`src/rtl/bf_pkg.sv`:
```
// bf_pkg: shared constants for the brainhack program loader.
//   - 3-bit opcode encoding written into program memory
//   - abort cause codes reported on o_error_code
//   - loader FSM state encodings
//   - ASCII values of the instruction characters
package bf_pkg;

    localparam logic [2:0] OP_HALT  = 3'b000;
    localparam logic [2:0] OP_INC   = 3'b011;
    localparam logic [2:0] OP_DEC   = 3'b010;
    localparam logic [2:0] OP_RIGHT = 3'b101;
    localparam logic [2:0] OP_LEFT  = 3'b100;
    localparam logic [2:0] OP_OPEN  = 3'b111;
    localparam logic [2:0] OP_CLOSE = 3'b110;

    localparam logic [2:0] ERR_NONE      = 3'd0;
    localparam logic [2:0] ERR_UNMATCHED = 3'd1;
    localparam logic [2:0] ERR_DEPTH     = 3'd2;
    localparam logic [2:0] ERR_LENGTH    = 3'd3;
    localparam logic [2:0] ERR_UNCLOSED  = 3'd4;

    localparam logic [1:0] ST_LOAD = 2'd0;
    localparam logic [1:0] ST_TERM = 2'd1;
    localparam logic [1:0] ST_DONE = 2'd2;
    localparam logic [1:0] ST_ERR  = 2'd3;

    localparam logic [7:0] CH_INC   = 8'h2B;  // '+'
    localparam logic [7:0] CH_DEC   = 8'h2D;  // '-'
    localparam logic [7:0] CH_RIGHT = 8'h3E;  // '>'
    localparam logic [7:0] CH_LEFT  = 8'h3C;  // '<'
    localparam logic [7:0] CH_OPEN  = 8'h5B;  // '['
    localparam logic [7:0] CH_CLOSE = 8'h5D;  // ']'

endpackage

```
`src/rtl/bf_char_encoder.sv`:
```
// bf_char_encoder: combinational ASCII to opcode translation.
//   byte_data : source character
//   is_op     : character is one of the six instruction characters
//   opcode    : encoded opcode (OP_HALT when is_op is low)
module bf_char_encoder
    import bf_pkg::*;
(
    input  logic [7:0] byte_data,
    output logic       is_op,
    output logic [2:0] opcode
);

    always_comb begin
        is_op  = 1'b1;
        opcode = OP_HALT;
        case (byte_data)
            CH_INC:   opcode = OP_INC;
            CH_DEC:   opcode = OP_DEC;
            CH_RIGHT: opcode = OP_RIGHT;
            CH_LEFT:  opcode = OP_LEFT;
            CH_OPEN:  opcode = OP_OPEN;
            CH_CLOSE: opcode = OP_CLOSE;
            default:  is_op  = 1'b0;
        endcase
    end

endmodule

```
`src/rtl/bf_prog_loader.sv`:
```
// bf_prog_loader: filters a Brainfuck source byte stream, writes encoded
// opcodes sequentially into program memory, checks bracket balance and
// releases the core reset once a well-formed program is terminated.
//
// Ports:
//   i_clock, i_reset           clock, synchronous active-high reset
//   i_byte_data/valid          source byte stream
//   o_byte_ready               high while loading (1 byte/cycle)
//   o_prgmem_we/addr/data      program memory write port (one-cycle pulses)
//   o_core_reset               held high until the load completes
//   o_done / o_error           sticky completion / abort flags
//   o_error_code               abort cause (bf_pkg ERR_*)
//   o_length                   opcodes written, HALT excluded
//
// state | meaning
// ------+-----------------------------------------------------------
// LOAD  | accepting bytes, writing opcodes, tracking bracket depth
// TERM  | HALT write pulse is on the bus this cycle
// DONE  | program loaded, core released, input ignored until reset
// ERR   | load aborted, cause held on o_error_code
module bf_prog_loader
    import bf_pkg::*;
#(
    parameter int         PRG_ADDR_W  = 8,
    parameter int         INSTR_W     = 3,
    parameter int         MAX_DEPTH_W = 4,
    parameter logic [7:0] END_CHAR    = 8'h21
) (
    input  logic                  i_clock,
    input  logic                  i_reset,
    input  logic [7:0]            i_byte_data,
    input  logic                  i_byte_valid,
    output logic                  o_byte_ready,
    output logic                  o_prgmem_we,
    output logic [PRG_ADDR_W-1:0] o_prgmem_addr,
    output logic [INSTR_W-1:0]    o_prgmem_data,
    output logic                  o_core_reset,
    output logic                  o_done,
    output logic                  o_error,
    output logic [2:0]            o_error_code,
    output logic [PRG_ADDR_W-1:0] o_length
);

    logic [1:0]             state;
    logic [PRG_ADDR_W-1:0]  wr_ptr;
    logic [MAX_DEPTH_W-1:0] depth;
    logic [2:0]             err_code;
    logic                   enc_is_op;
    logic [2:0]             enc_op;
    logic                   accept;
    logic                   ptr_full;
    logic                   depth_full;
    logic                   depth_zero;

    bf_char_encoder u_enc (
        .byte_data (i_byte_data),
        .is_op     (enc_is_op),
        .opcode    (enc_op)
    );

    assign o_byte_ready = (state == ST_LOAD);
    assign accept       = o_byte_ready && i_byte_valid;

    // The last memory slot is kept free so a HALT always fits.
    assign ptr_full   = (wr_ptr == {PRG_ADDR_W{1'b1}});
    assign depth_full = (depth == {MAX_DEPTH_W{1'b1}});
    assign depth_zero = (depth == '0);

    assign o_done       = (state == ST_DONE);
    assign o_error      = (state == ST_ERR);
    assign o_core_reset = (state != ST_DONE);
    assign o_error_code = err_code;
    // Every successful opcode write advances wr_ptr, so it is the length.
    assign o_length     = wr_ptr;

    always_ff @(posedge i_clock) begin
        if (i_reset) begin
            state         <= ST_LOAD;
            wr_ptr        <= '0;
            depth         <= '0;
            err_code      <= ERR_NONE;
            o_prgmem_we   <= 1'b0;
            o_prgmem_addr <= '0;
            o_prgmem_data <= '0;
        end else begin
            o_prgmem_we <= 1'b0;
            case (state)
                ST_LOAD: begin
                    if (accept) begin
                        if (enc_is_op) begin
                            if (enc_op == OP_CLOSE && depth_zero) begin
                                err_code <= ERR_UNMATCHED;
                                state    <= ST_ERR;
                            end else if (enc_op == OP_OPEN && depth_full) begin
                                err_code <= ERR_DEPTH;
                                state    <= ST_ERR;
                            end else if (ptr_full) begin
                                err_code <= ERR_LENGTH;
                                state    <= ST_ERR;
                            end else begin
                                o_prgmem_we   <= 1'b1;
                                o_prgmem_addr <= wr_ptr;
                                o_prgmem_data <= INSTR_W'(enc_op);
                                wr_ptr        <= wr_ptr + PRG_ADDR_W'(1);
                                if (enc_op == OP_OPEN)
                                    depth <= depth + MAX_DEPTH_W'(1);
                                else if (enc_op == OP_CLOSE)
                                    depth <= depth - MAX_DEPTH_W'(1);
                            end
                        end else if (i_byte_data == END_CHAR) begin
                            if (!depth_zero) begin
                                err_code <= ERR_UNCLOSED;
                                state    <= ST_ERR;
                            end else begin
                                // HALT pulse appears during TERM; wr_ptr stays
                                // put so o_length excludes the terminator.
                                o_prgmem_we   <= 1'b1;
                                o_prgmem_addr <= wr_ptr;
                                o_prgmem_data <= INSTR_W'(OP_HALT);
                                state         <= ST_TERM;
                            end
                        end
                    end
                end
                ST_TERM: state <= ST_DONE;
                default: state <= state;
            endcase
        end
    end

endmodule

```
`config.mk`:
```
export PLATFORM = sky130hd
export DESIGN_NAME = bf_prog_loader
export DESIGN_NICKNAME = d
export VERILOG_FILES = /design/src/rtl/bf_pkg.sv /design/src/rtl/bf_char_encoder.sv /design/src/rtl/bf_prog_loader.sv
export SDC_FILE = /design/constraint.sdc
export NUM_CORES = 1
export LEC_CHECK = 0
export CORE_ASPECT_RATIO = 0.8
export CORE_MARGIN = 4
export CORE_UTILIZATION = 40
export CTS_BUF_LIST = sky130_fd_sc_hd__clkbuf_4
export DETAILED_ROUTE_END_ITERATION = 6
export GPL_TIMING_DRIVEN = 0
export PLACE_DENSITY = 0.62
export REMOVE_ABC_BUFFERS = 1
export SLEW_MARGIN = 10
export SYNTH_ARGS = -nofsm -noshare
export SYNTH_HDL_FRONTEND = slang
export SYNTH_SLANG_ARGS = --single-unit
```
`constraint.sdc`:
```
create_clock -name i_clock -period 3.3 [get_ports i_clock]
set_input_delay 0.33 -clock i_clock [delete_from_list [all_inputs] [get_ports i_clock]]
set_output_delay 0.33 -clock i_clock [all_outputs]
set_load 0.02 [all_outputs]
```
==> out/metrics.yaml <==
global_route:
  grt_pass1_wl_mm: 7.14
  grt_max_degree: 37
  antenna_found_initial: 0
  grt_usage_pct: 16.9
  grt_pass1_vias: 1563
  grt.overflow.total: 0
power_and_ir_drop:
  leakagePower_nw: 0.754
  power.density_nw_per_um2: 277
  peakVddDrop_mv: 0.176
floorplanning:
  rows: 21
  boundaryPins: 38
  die-width_microns: 81.9
  die_y_microns: 67.1
  coreArea_sq_um: 4200
  initial_core_util_pct: 41.5
  die-area_sq_um: 5490
setup_path:
  crit_type: "in -> reg"
  cp-end-kind: "flop"
  cp_max_fo: 5
  crit_path_end: "depth[3]$_SDFFE_PP0P_"
  startpoint: "i_byte_data[1]"
  r2r_end: "o_prgmem_data[2]$_SDFFE_PP0P_"
  worstPathArrival_ns: 3.05
  reg2reg_depth: 6
  path_cells: "clkdlybuf4s50_1 -> xnor2_2 -> nor3_2 -> o211ai_1 -> ha_1 -> a21o_1 -> a21oi_1 -> xor2_1 -> or3_1 -> a21oi_1"
  r2r_slack_ns: 0.97
  start_kind: "primary input"
  crit_slowest_cell: "clkdlybuf4s50_1"
  timing.critical_path.mode_cell: "a21oi_1"
  max_stage_delay_ns: 0.62
  worstReg2RegStart: "o_length[0]$_SDFFE_PP0P_"
  worstPathRequired_ns: 3.55
flow_run:
  max_cap_viol_count: 0
route:
  ant_nets: 0
  drt-total-wl_mm: 4.14
  drcViolationCount: 0
  viasPerCell: 5.53
  wl_per_cell_microns: 14.6
  drt_iter0_markers: 111
  vias: 1564
  drt_first_pass_iters: 4
clock_network:
  path_clk_slew_ns: 0.08
  clk_latency_ns: 0.32
  clock-sinks: 29
  cts_resized: 0
  cts_buffer_depth: 2
  cts-root-buf: "clkbuf_4"
  cts_setup_buffers: 0
  ctsHoldBuffers: 0
  htree_levels: 2
  numCtsBuffers: 5
  cts_tree: "yes"
sta:
  max_slew_margin_pct: 43.8
  setup_viol: 0
  drv_slew: 0
  whs_ns: 0.484
  fmax_ghz: 0.356
  rsz0062_at_grt: "false"
  finalCriticalPeriod_ns: 2.81
  skew_ns: 0.0123
  timing.final.crit_share_pct: 85.1
  hold_viol_final: 0
  worstMarginPinSlew_ns: 0.838
  setup_ws_ns: 0.493
  finalSetupTns_ns: 0
synthesis:
  postSynth.asyncResetShare_pct: 0
  synth_edf_count: 0
  netlist-cell-type-count: 56
  syn_area_sq_um: 1750
  synth_warnings: 0
  ys_seq_elements: 29
  netlist_top_cells_area: "dfxtp_1, a21oi_1, nor2_1, o21ai_0, nand3_1"
  yosysSeqAreaShare_pct: 33.3
  netlist_instances: 190
  synth_flop_cell: "dfxtp_1"
  avgSynthCellArea_sq_um: 9.19
  netlist.area_leader.share_pct: 33.3
  yosysTopAreaCell: "dfxtp_1"
place:
  routabilityCongestion: 0.827
  dpl_worst_slack_ns: 0.151
  dpl.hpwl_mm: 3.16
  io_buffers: 37
  dpl-instance-area_sq_um: 2140
finish:
  final_common_cell: "clkdlybuf4s50_1"
  final_cell_area_sq_um: 2180
  fillerInstances: 392
  antenna_cells: 0
  area_growth_pct: 25.0
  drive_gt1_share_pct: 14.6
  fin_nets: 241
  layout_common_cells: "clkdlybuf4s50_1, dfxtp_1, a21oi_1"
  postLayoutCoreUtil_pct: 51.9
run_status:
  status: "finished, final reports clean"
min_path:
  holdCritPathClass: "reg -> reg"
-- area by class of cell --
| type | instances | area, sq um | area share [%] |
|---|---|---|---|
| Multi-Input combinational cell | 147 | 1090 | 50.1 |
| Tap cell | 57 | 71.3 | 3.27 |
| Timing Repair Buffer | 37 | 365 | 16.7 |
| Clock buffer | 6 | 45.0 | 2.06 |
| Clock inverter | 1 | 3.75 | 0.172 |
| Inverter | 6 | 22.5 | 1.03 |
| Sequential cell | 29 | 581 | 26.6 |
-- cell usage after synthesis, types with 3 or more instances --
master     n
nand3_1   12
o22ai_1    3
clkbuf_1   5
xor2_1     3
nor2b_1    7
nor3_1     3
or4_1      3
o31ai_1    3
nand4_1    5
a21oi_1   20
o21ai_0   13
mux2i_1    3
dfxtp_1   29
inv_1      6
nor2_1    18
nand2_1    4
ha_1       3
nand2b_1   3
-- kinds of logic after synthesis --
logic type	synth area share, %
AND/OR/NAND/NOR	29.9
AO/OA/AOI/OAI	19.3
flip-flops	33.3
buffers and inverters	4.09
multiplexers	7.74
XOR/XNOR	2.44
adder cells (fa/ha/maj)	3.30
-- critical path: cells and delay by family --
kind            cells  cell delay (ns)
compound gates      4             0.78
buf+inv             1             0.62
simple gates        2             0.67
xor+xnor            2             0.30
fa+ha+maj           1             0.35
-- state kept, by name (all words and copies together) (netlist names) --
signal and cells:
o_prgmem_we 1, state 2, o_length 8, o_prgmem_addr 8, o_error_code 3, depth 4
o_prgmem_data 3
-- stage by stage --
step	total power (W)	std cells
global route	0.000632	283
floorplan	0.000383	182
global placement	0.000410	276
detailed placement	0.000412	276
CTS	0.000613	283
finish	0.000604	283
-- power by group --
part / internal, W / total, W / switching, W
clock: 0.0000854 / 0.000201 / 0.000116
sequential: 0.000350 / 0.000351 / 0.000000496
combinational: 0.0000218 / 0.0000521 / 0.0000303
total: 0.000457 / 0.000604 / 0.000146
-- layer usage --
layer | up-vias | track usage [%] | share of wire, %
met1 | 745 | 21.2 | 46
li1 | 780 | - | -
met5 | - | 0 | 0
met2 | 30 | 26.7 | 49
met3 | 9 | 4.73 | 4.1
met4 | 0 | 7.26 | 1.5
-- worst min-delay path by stage --
stage                                  startpoint                       endpoint  slack (ns)  depth (start not counted)
CTS                 o_prgmem_addr[2]$_SDFFE_PP0P_  o_prgmem_addr[2]$_SDFFE_PP0P_        0.48                          2
floorplan                                 i_reset   o_error_code[2]$_SDFFE_PP0P_        0.40                          1
finish              o_prgmem_addr[7]$_SDFFE_PP0P_  o_prgmem_addr[7]$_SDFFE_PP0P_        0.48                          2
global placement    o_prgmem_data[2]$_SDFFE_PP0P_  o_prgmem_data[2]$_SDFFE_PP0P_        0.46                          1
global route        o_prgmem_addr[4]$_SDFFE_PP0P_  o_prgmem_addr[4]$_SDFFE_PP0P_        0.51                          2
detailed placement  o_prgmem_addr[2]$_SDFFE_PP0P_  o_prgmem_addr[2]$_SDFFE_PP0P_        0.47                          2
No activity file was read; power rests on OpenSTA's default activity.
